===== src/rtl/pipe_hazard_pkg.sv =====
// -----------------------------------------------------------------------------
// pipe_hazard_pkg
// Shared definitions for the 5-stage pipeline hazard controller:
//   - hz_state_t      : controller FSM encoding (RUN / EX_BUSY / MEM_WAIT)
//   - FWD_*           : EX operand forwarding mux select codes
//   - FLUSH_*         : bit positions inside flush_mask
//   - flush_bits()    : flush mask for a given branch-resolve stage
// -----------------------------------------------------------------------------
package pipe_hazard_pkg;

    typedef enum logic [1:0] {
        ST_RUN      = 2'd0,
        ST_EX_BUSY  = 2'd1,
        ST_MEM_WAIT = 2'd2
    } hz_state_t;

    localparam logic [1:0] FWD_REGFILE = 2'b00;
    localparam logic [1:0] FWD_EXMEM   = 2'b01;
    localparam logic [1:0] FWD_MEMWB   = 2'b10;

    localparam int FLUSH_IF_ID  = 0;
    localparam int FLUSH_ID_EX  = 1;
    localparam int FLUSH_EX_MEM = 2;

    // A branch resolved in stage N has N younger instructions behind it,
    // living in the N pipeline registers closest to fetch.
    function automatic logic [2:0] flush_bits(input int br_stage);
        logic [2:0] m;
        m = '0;
        if (br_stage > FLUSH_IF_ID)  m[FLUSH_IF_ID]  = 1'b1;
        if (br_stage > FLUSH_ID_EX)  m[FLUSH_ID_EX]  = 1'b1;
        if (br_stage > FLUSH_EX_MEM) m[FLUSH_EX_MEM] = 1'b1;
        return m;
    endfunction

endpackage


===== src/rtl/hazard_src_match.sv =====
// -----------------------------------------------------------------------------
// hazard_src_match
// Single-source register dependency comparator. A producer matches a source
// when it is valid, writes the register file, targets a non-zero register
// and that register equals the source. r0 never matches.
// Ports:
//   i_valid      producer stage holds a valid instruction
//   i_reg_write  producer writes the register file
//   i_dst        producer destination register
//   i_src        consumer source register
//   o_match      dependency present
// -----------------------------------------------------------------------------
module hazard_src_match
    import pipe_hazard_pkg::*;
#(
    parameter int REG_ADDR_W = 5
) (
    input  logic                  i_valid,
    input  logic                  i_reg_write,
    input  logic [REG_ADDR_W-1:0] i_dst,
    input  logic [REG_ADDR_W-1:0] i_src,
    output logic                  o_match
);

    assign o_match = i_valid & i_reg_write & (i_dst != '0) & (i_dst == i_src);

endmodule


===== src/rtl/pipe_hazard_ctrl.sv =====
// -----------------------------------------------------------------------------
// pipe_hazard_ctrl
// Hazard, forwarding and stall/flush controller for the 5-stage pipeline.
// Drives pipeline-register enables, bubble/flush controls and EX forwarding.
//
// Ports:
//   clk, rst                       clock, synchronous active-high reset
//   id_*                           ID-stage instruction sources
//   ex_* / mem_* / wb_*            producer stage controls and destinations
//   ex_mc_start / ex_mc_done       multi-cycle EX op entry pulse / completion
//   mem_busy                       data memory wait state
//   redirect                       taken branch/jump resolved in BR_STAGE
//   pc_we .. mem_wb_we             pipeline register write enables
//   *_bubble                       load a bubble into that register
//   flush_mask                     bit0 IF/ID, bit1 ID/EX, bit2 EX/MEM
//   fwd_sel                        per source: 00 regfile, 01 EX/MEM, 10 MEM/WB
//   id_bypass                      ID read takes the WB write value
//   mc_timeout_err                 sticky multi-cycle timeout
//   state                          FSM state (0 RUN, 1 EX_BUSY, 2 MEM_WAIT)
//
// Optional build macro PIPE_HAZARD_PERF_EN adds saturating performance
// counters cyc_cnt, retire_cnt, lu_stall_cnt, mc_stall_cnt, mem_stall_cnt,
// flush_cnt as output ports.
// -----------------------------------------------------------------------------
module pipe_hazard_ctrl
    import pipe_hazard_pkg::*;
#(
    parameter int REG_ADDR_W = 5,
    parameter int NUM_SRC    = 2,
    parameter int BR_STAGE   = 2,
    parameter int MC_TIMEOUT = 64,
    parameter int CNT_W      = 32
) (
    input  logic                          clk,
    input  logic                          rst,
    input  logic                          id_valid,
    input  logic [NUM_SRC*REG_ADDR_W-1:0] id_src,
    input  logic [NUM_SRC-1:0]            id_src_used,
    input  logic                          ex_valid,
    input  logic                          ex_reg_write,
    input  logic                          ex_mem_read,
    input  logic [REG_ADDR_W-1:0]         ex_dst,
    input  logic [NUM_SRC*REG_ADDR_W-1:0] ex_src,
    input  logic                          ex_mc_start,
    input  logic                          ex_mc_done,
    input  logic                          mem_valid,
    input  logic                          mem_reg_write,
    input  logic [REG_ADDR_W-1:0]         mem_dst,
    input  logic                          mem_busy,
    input  logic                          wb_valid,
    input  logic                          wb_reg_write,
    input  logic [REG_ADDR_W-1:0]         wb_dst,
    input  logic                          redirect,
    output logic                          pc_we,
    output logic                          if_id_we,
    output logic                          id_ex_we,
    output logic                          ex_mem_we,
    output logic                          mem_wb_we,
    output logic                          id_ex_bubble,
    output logic                          ex_mem_bubble,
    output logic                          mem_wb_bubble,
    output logic [2:0]                    flush_mask,
    output logic [2*NUM_SRC-1:0]          fwd_sel,
    output logic [NUM_SRC-1:0]            id_bypass,
    output logic                          mc_timeout_err,
`ifdef PIPE_HAZARD_PERF_EN
    output logic [CNT_W-1:0]              cyc_cnt,
    output logic [CNT_W-1:0]              retire_cnt,
    output logic [CNT_W-1:0]              lu_stall_cnt,
    output logic [CNT_W-1:0]              mc_stall_cnt,
    output logic [CNT_W-1:0]              mem_stall_cnt,
    output logic [CNT_W-1:0]              flush_cnt,
`endif
    output logic [1:0]                    state
);

    localparam int         TO_W       = $clog2(MC_TIMEOUT + 1);
    localparam logic [2:0] FLUSH_MASK = flush_bits(BR_STAGE);

    if (BR_STAGE < 1 || BR_STAGE > 3 || MC_TIMEOUT < 1 || CNT_W < 1 || NUM_SRC < 1) begin : g_param_err
        $error("pipe_hazard_ctrl: parameter out of range");
    end

    hz_state_t        r_state;
    hz_state_t        w_state_nxt;
    logic             r_mc_pending;
    logic             r_mc_err;
    logic [TO_W-1:0]  r_mc_cnt;

    logic [NUM_SRC-1:0] w_exmem_hit;
    logic [NUM_SRC-1:0] w_memwb_hit;
    logic [NUM_SRC-1:0] w_wb_id_hit;
    logic [NUM_SRC-1:0] w_lu_hit;

    // ---------------------------------------------------------------- matches
    for (genvar g = 0; g < NUM_SRC; g++) begin : g_src
        hazard_src_match #(.REG_ADDR_W(REG_ADDR_W)) u_exmem (
            .i_valid(mem_valid), .i_reg_write(mem_reg_write), .i_dst(mem_dst),
            .i_src(ex_src[g*REG_ADDR_W +: REG_ADDR_W]), .o_match(w_exmem_hit[g]));
        hazard_src_match #(.REG_ADDR_W(REG_ADDR_W)) u_memwb (
            .i_valid(wb_valid), .i_reg_write(wb_reg_write), .i_dst(wb_dst),
            .i_src(ex_src[g*REG_ADDR_W +: REG_ADDR_W]), .o_match(w_memwb_hit[g]));
        hazard_src_match #(.REG_ADDR_W(REG_ADDR_W)) u_wb_id (
            .i_valid(wb_valid), .i_reg_write(wb_reg_write), .i_dst(wb_dst),
            .i_src(id_src[g*REG_ADDR_W +: REG_ADDR_W]), .o_match(w_wb_id_hit[g]));
        hazard_src_match #(.REG_ADDR_W(REG_ADDR_W)) u_lu (
            .i_valid(ex_valid), .i_reg_write(ex_reg_write), .i_dst(ex_dst),
            .i_src(id_src[g*REG_ADDR_W +: REG_ADDR_W]), .o_match(w_lu_hit[g]));

        // The younger producer (EX/MEM) holds the newest value, so it wins.
        assign fwd_sel[2*g +: 2] = w_exmem_hit[g] ? FWD_EXMEM :
                                   w_memwb_hit[g] ? FWD_MEMWB : FWD_REGFILE;
        assign id_bypass[g]      = id_valid & id_src_used[g] & w_wb_id_hit[g];
    end

    logic w_load_use;
    assign w_load_use = id_valid & ex_mem_read & |(w_lu_hit & id_src_used);

    // A multi-cycle op that has not completed is still occupying EX. This also
    // covers the MEM_WAIT cycle where mem_busy drops with the op still pending,
    // so younger instructions stay held until ex_mc_done.
    logic w_mc_live;
    logic w_mc_stall;
    logic w_timeout;
    assign w_mc_live  = ~ex_mc_done & (ex_mc_start | r_mc_pending);
    assign w_mc_stall = w_mc_live | ((r_state == ST_EX_BUSY) & ~ex_mc_done);
    assign w_timeout  = (r_state == ST_EX_BUSY) & ~ex_mc_done &
                        (r_mc_cnt == TO_W'(MC_TIMEOUT - 1));

    // Which priority level is in control this cycle.
    logic w_act_redirect;
    logic w_act_mc;
    logic w_act_lu;
    assign w_act_redirect = ~mem_busy & redirect;
    assign w_act_mc       = ~mem_busy & ~redirect & w_mc_stall;
    assign w_act_lu       = ~mem_busy & ~redirect & ~w_mc_stall & w_load_use;

    // ------------------------------------------------------------------- FSM
    always_ff @(posedge clk) begin
        if (rst) begin
            r_state      <= ST_RUN;
            r_mc_pending <= 1'b0;
            r_mc_cnt     <= '0;
            r_mc_err     <= 1'b0;
        end else begin
            r_state <= w_state_nxt;
            if (ex_mc_done || w_timeout) r_mc_pending <= 1'b0;
            else if (ex_mc_start)        r_mc_pending <= 1'b1;
            // Held at zero outside EX_BUSY, so every entry starts from zero.
            if (r_state != ST_EX_BUSY) r_mc_cnt <= '0;
            else                       r_mc_cnt <= r_mc_cnt + TO_W'(1);
            if (w_timeout) r_mc_err <= 1'b1;
        end
    end

    always_comb begin
        w_state_nxt = r_state;
        unique case (r_state)
            ST_RUN: begin
                if (mem_busy)                        w_state_nxt = ST_MEM_WAIT;
                else if (ex_mc_start && !ex_mc_done) w_state_nxt = ST_EX_BUSY;
            end
            ST_EX_BUSY: begin
                if (mem_busy)                     w_state_nxt = ST_MEM_WAIT;
                else if (ex_mc_done || w_timeout) w_state_nxt = ST_RUN;
            end
            ST_MEM_WAIT: begin
                if (!mem_busy) w_state_nxt = w_mc_live ? ST_EX_BUSY : ST_RUN;
            end
            default: w_state_nxt = ST_RUN;
        endcase
    end

    // -------------------------------------------------------------- controls
    always_comb begin
        pc_we         = 1'b1;
        if_id_we      = 1'b1;
        id_ex_we      = 1'b1;
        ex_mem_we     = 1'b1;
        mem_wb_we     = 1'b1;
        id_ex_bubble  = 1'b0;
        ex_mem_bubble = 1'b0;
        mem_wb_bubble = 1'b0;
        flush_mask    = '0;
        if (mem_busy) begin
            pc_we         = 1'b0;
            if_id_we      = 1'b0;
            id_ex_we      = 1'b0;
            ex_mem_we     = 1'b0;
            mem_wb_we     = 1'b0;
            mem_wb_bubble = 1'b1;
        end else if (w_act_redirect) begin
            flush_mask = FLUSH_MASK;
        end else if (w_act_mc) begin
            pc_we         = 1'b0;
            if_id_we      = 1'b0;
            id_ex_we      = 1'b0;
            ex_mem_bubble = 1'b1;
        end else if (w_act_lu) begin
            pc_we        = 1'b0;
            if_id_we     = 1'b0;
            id_ex_bubble = 1'b1;
        end
    end

    assign mc_timeout_err = r_mc_err;
    assign state          = r_state;

`ifdef PIPE_HAZARD_PERF_EN
    logic [CNT_W-1:0] r_cyc_cnt, r_retire_cnt, r_lu_cnt, r_mc_stall_cnt, r_mem_cnt, r_flush_cnt;

    function automatic logic [CNT_W-1:0] sat_inc(input logic [CNT_W-1:0] v, input logic en);
        return (en && (v != '1)) ? v + CNT_W'(1) : v;
    endfunction

    always_ff @(posedge clk) begin
        if (rst) begin
            r_cyc_cnt      <= '0;
            r_retire_cnt   <= '0;
            r_lu_cnt       <= '0;
            r_mc_stall_cnt <= '0;
            r_mem_cnt      <= '0;
            r_flush_cnt    <= '0;
        end else begin
            r_cyc_cnt      <= sat_inc(r_cyc_cnt, 1'b1);
            r_retire_cnt   <= sat_inc(r_retire_cnt, wb_valid);
            r_lu_cnt       <= sat_inc(r_lu_cnt, w_act_lu);
            r_mc_stall_cnt <= sat_inc(r_mc_stall_cnt, w_act_mc);
            r_mem_cnt      <= sat_inc(r_mem_cnt, mem_busy);
            r_flush_cnt    <= sat_inc(r_flush_cnt, w_act_redirect);
        end
    end

    assign cyc_cnt       = r_cyc_cnt;
    assign retire_cnt    = r_retire_cnt;
    assign lu_stall_cnt  = r_lu_cnt;
    assign mc_stall_cnt  = r_mc_stall_cnt;
    assign mem_stall_cnt = r_mem_cnt;
    assign flush_cnt     = r_flush_cnt;
`endif

endmodule


===== config.mk =====
export PLATFORM = sky130hd
export DESIGN_NAME = pipe_hazard_ctrl
export DESIGN_NICKNAME = d
export VERILOG_FILES = /design/src/rtl/pipe_hazard_pkg.sv /design/src/rtl/hazard_src_match.sv /design/src/rtl/pipe_hazard_ctrl.sv
export SDC_FILE = /design/constraint.sdc
export NUM_CORES = 1
export LEC_CHECK = 0
export CAP_MARGIN = 20
export CORE_MARGIN = 2
export CORE_UTILIZATION = 37
export CTS_CLUSTER_DIAMETER = 30
export CTS_CLUSTER_SIZE = 20
export DETAILED_ROUTE_END_ITERATION = 12
export PLACE_DENSITY = 0.81
export SLEW_MARGIN = 40
export SYNTH_ARGS = -nofsm -noshare
export SYNTH_HDL_FRONTEND = slang
export SYNTH_SLANG_ARGS = --single-unit
export TNS_END_PERCENT = 10

===== constraint.sdc =====
create_clock -name clk -period 2.6 [get_ports clk]
set_input_delay 0.65 -clock clk [delete_from_list [all_inputs] [get_ports clk]]
set_output_delay 0.65 -clock clk [all_outputs]
set_load 0.02 [all_outputs]

==> flow_summary.toml <==
[finish]
multi_input_area_um2 = 953
drive_above_1_share = 0.352
final_area_um2 = 2260
stdcell_count = 280
final_core_util = 0.760
final-seq-area_um2 = 220
nFillCells = 171
nets = 300
syn2layout_area_growth_pct = 101
antenna_cells = 0

[clock_network]
clock_latency_ns = 0.27
htreeDepth = 1
cts_max_path_buffers = 2
cts_tree = "yes"
clock_sinks = 11
cts_buffers = 3
cts-root-buf = "clkbuf_4"
clk_pin_slew_ns = 0.07
hold_buffers = 0

[timing]
setup-violations-final = 3
tns_ns = -0.195
drv_slew = 0
fin_skew_ns = 0.00200
hold_violations = 0
fin_crit_sh = 1.03
rsz0062_at_grt = "yes"
fmax_mhz = 374
period_minus_slack_ns = 2.68
finalHoldWorstSlack_ns = 0.470
fin_ws_ns = -0.0754

[routing]
wirelength_um = 4200
drt_pass1_iterations = 4
viasPerCell = 5.11
wl_met2_um = 2180
via_count = 1430
wl_met1_um = 1620
post-route-drc-count = 0
route.met3.wl_um = 274
ant_nets = 0
wl_per_cell_um = 15.0
top_layer_used = "met4"
drtIter0Drc = 34

[die]
die_y_um = 59.1
rows = 20
initial_core_util = 0.378
dieArea_um2 = 3500
die_w_um = 59.1
num_io_pins = 71
core-area_um2 = 2980

[placement]
dpl_cell_area_um2 = 2100
place.gp.congestion = 0.827
placed_cells = 275
dp_hpwl_um = 2820
place.port_buffers = 69

[critical_path]
start_kind = "primary input"
critical_path_class = "in -> out"
cp_data_required_time_ns = 1.95
arrival_ns = 2.03
cp_max_fo = 2
crit_path_end_kind = "output port"

[yosys]
ys_ff_latch = 11
synth_seq_area_share = 0.196
netlist_area_um2 = 1120
synth.top_cell.area_share = 0.241
synthAdderAreaFrac = 0.0111
synth_cell_types = 31
synthSimpleGateAreaFrac = 0.248
synth_xor_area_frac = 0.343
syn-mean-instance-area_um2 = 7.81
synth_most_common_cell = "xnor2_1"
synth_nets = 196
muxShareOfSynthArea = 0
synthTopCellsByArea = "xnor2_1, dfxtp_1, xor2_1"
yosys.area.top_type = "xnor2_1"
synth_top_family_by_area = "XOR/XNOR gates"
yosys_warnings = 0
synthCells = 144
ys.flop_type = "dfxtp_1"
yosys-top-cells-count = "xnor2_1, xor2_1, nor2_1"
synth-edff-count = 0
synthArstFlopShare = 0
synth_compound_area_frac = 0.108

[status]
status = "finished with violations"
violations = "negative setup slack"

[pwr]
peakVddDrop_mv = 0.140
powerDensity_nw_per_um2 = 265
power_leakage_uw = 0.00105

[flow_run]
cap_violations = 0

[global_routing]
grt_start_max_net_pins = 11
grt_pass1_vias = 1368
grt_pass1_wl_um = 5730
track_usage = 0.214
grt-ovfl-total = 0
antenna_found_initial = 0

[worst_hold_path]
hold_class = "reg -> reg"
-- cell usage in the layout, fill, tap and decap left out, types with 4 or more instances in the layout --
cell / Yosys / final
xor2_1: 13 / 13
nand2_1: 6 / 6
buf_6: 0 / 7
dlymetal6s2s_1: 0 / 14
inv_1: 5 / 5
nand3_1: 8 / 8
buf_4: 8 / 47
dfxtp_1: 11 / 11
buf_2: 1 / 4
nand4_1: 5 / 5
xnor2_1: 31 / 27
nor3_2: 2 / 5
xnor2_2: 0 / 4
a21oi_1: 4 / 4
dlygate4sd2_1: 0 / 17
nor2_1: 12 / 10
clkdlybuf4s50_1: 0 / 19
-- logic make-up (layout without fill, tap and decap cells) --
group	count (synthesis)	count (layout)
compound gates	16	16
xor+xnor	44	44
fa+ha+maj	1	1
buf+inv	19	122
flops	11	11
other cells	1	1
simple gates	52	52
-- per-layer routing --
layer / track usage / vias to the layer above
li1: - / 692
met1: 0.252 / 652
met2: 0.379 / 72
met3: 0.0371 / 14
met4: 0.0877 / 0
met5: 0 / -
-- timing repair --
| item | CTS | global route |
|---|---|---|
| setup buffers | 0 | 1 |
| pin swaps | 16 | 20 |
| setup endpoints to repair | 13 | 10 |
| resized for setup | 112 | 30 |
-- path summary, 6_finish.rpt --
kind,cells after the start,to,slack (ns),start
max reg2reg,5,state[0]$_SDFFE_PP0P_,1.12,r_mc_cnt[0]$_SDFF_PP0_
max,6,if_id_we,-0.08,ex_dst[2]
min,1,r_mc_cnt[0]$_SDFF_PP0_,0.47,r_mc_cnt[0]$_SDFF_PP0_
min reg2reg,1,r_mc_cnt[0]$_SDFF_PP0_,0.47,r_mc_cnt[0]$_SDFF_PP0_
-- power by group --
| group | switching [µW] | leakage, µW | internal (µW) |
|---|---|---|---|
| sequential | 3.22 | 0.0000893 | 173 |
| combinational | 138 | 0.000943 | 170 |
| clock | 55.2 | 0.0000150 | 59.4 |
| total | 197 | 0.00105 | 402 |
-- flip-flops by register name (all words and copies together), names as in the netlist --
| register | cells |
|---|---|
| r_mc_cnt | 7 |
| mc_timeout_err | 1 |
| r_mc_pending | 1 |
| state | 2 |
-- per-stage QoR --
stage	total power (µW)	setup WS [ns]
4_1_cts	575	-0.0749
6_report	599	-0.0754
3_3_place_gp	461	-0.710
5_1_grt	633	-0.102
3_5_place_dp	467	-0.778
2_1_floorplan	295	-0.00991
-- critical path, stage by stage --
cell      delay [ns]
buf_6           0.09
or4_4           0.55
nor2_4          0.13
nor4_4          0.06
a311oi_4        0.37
buf_6           0.17
-- cell type report --
type,count,area share
Inverter,5,0.00830
Sequential cell,11,0.0973
Multi-Input combinational cell,114,0.421
Clock buffer,4,0.0116
Tap cell,33,0.0183
Timing Repair Buffer,113,0.443
No activity file was read; power rests on OpenSTA's default activity.
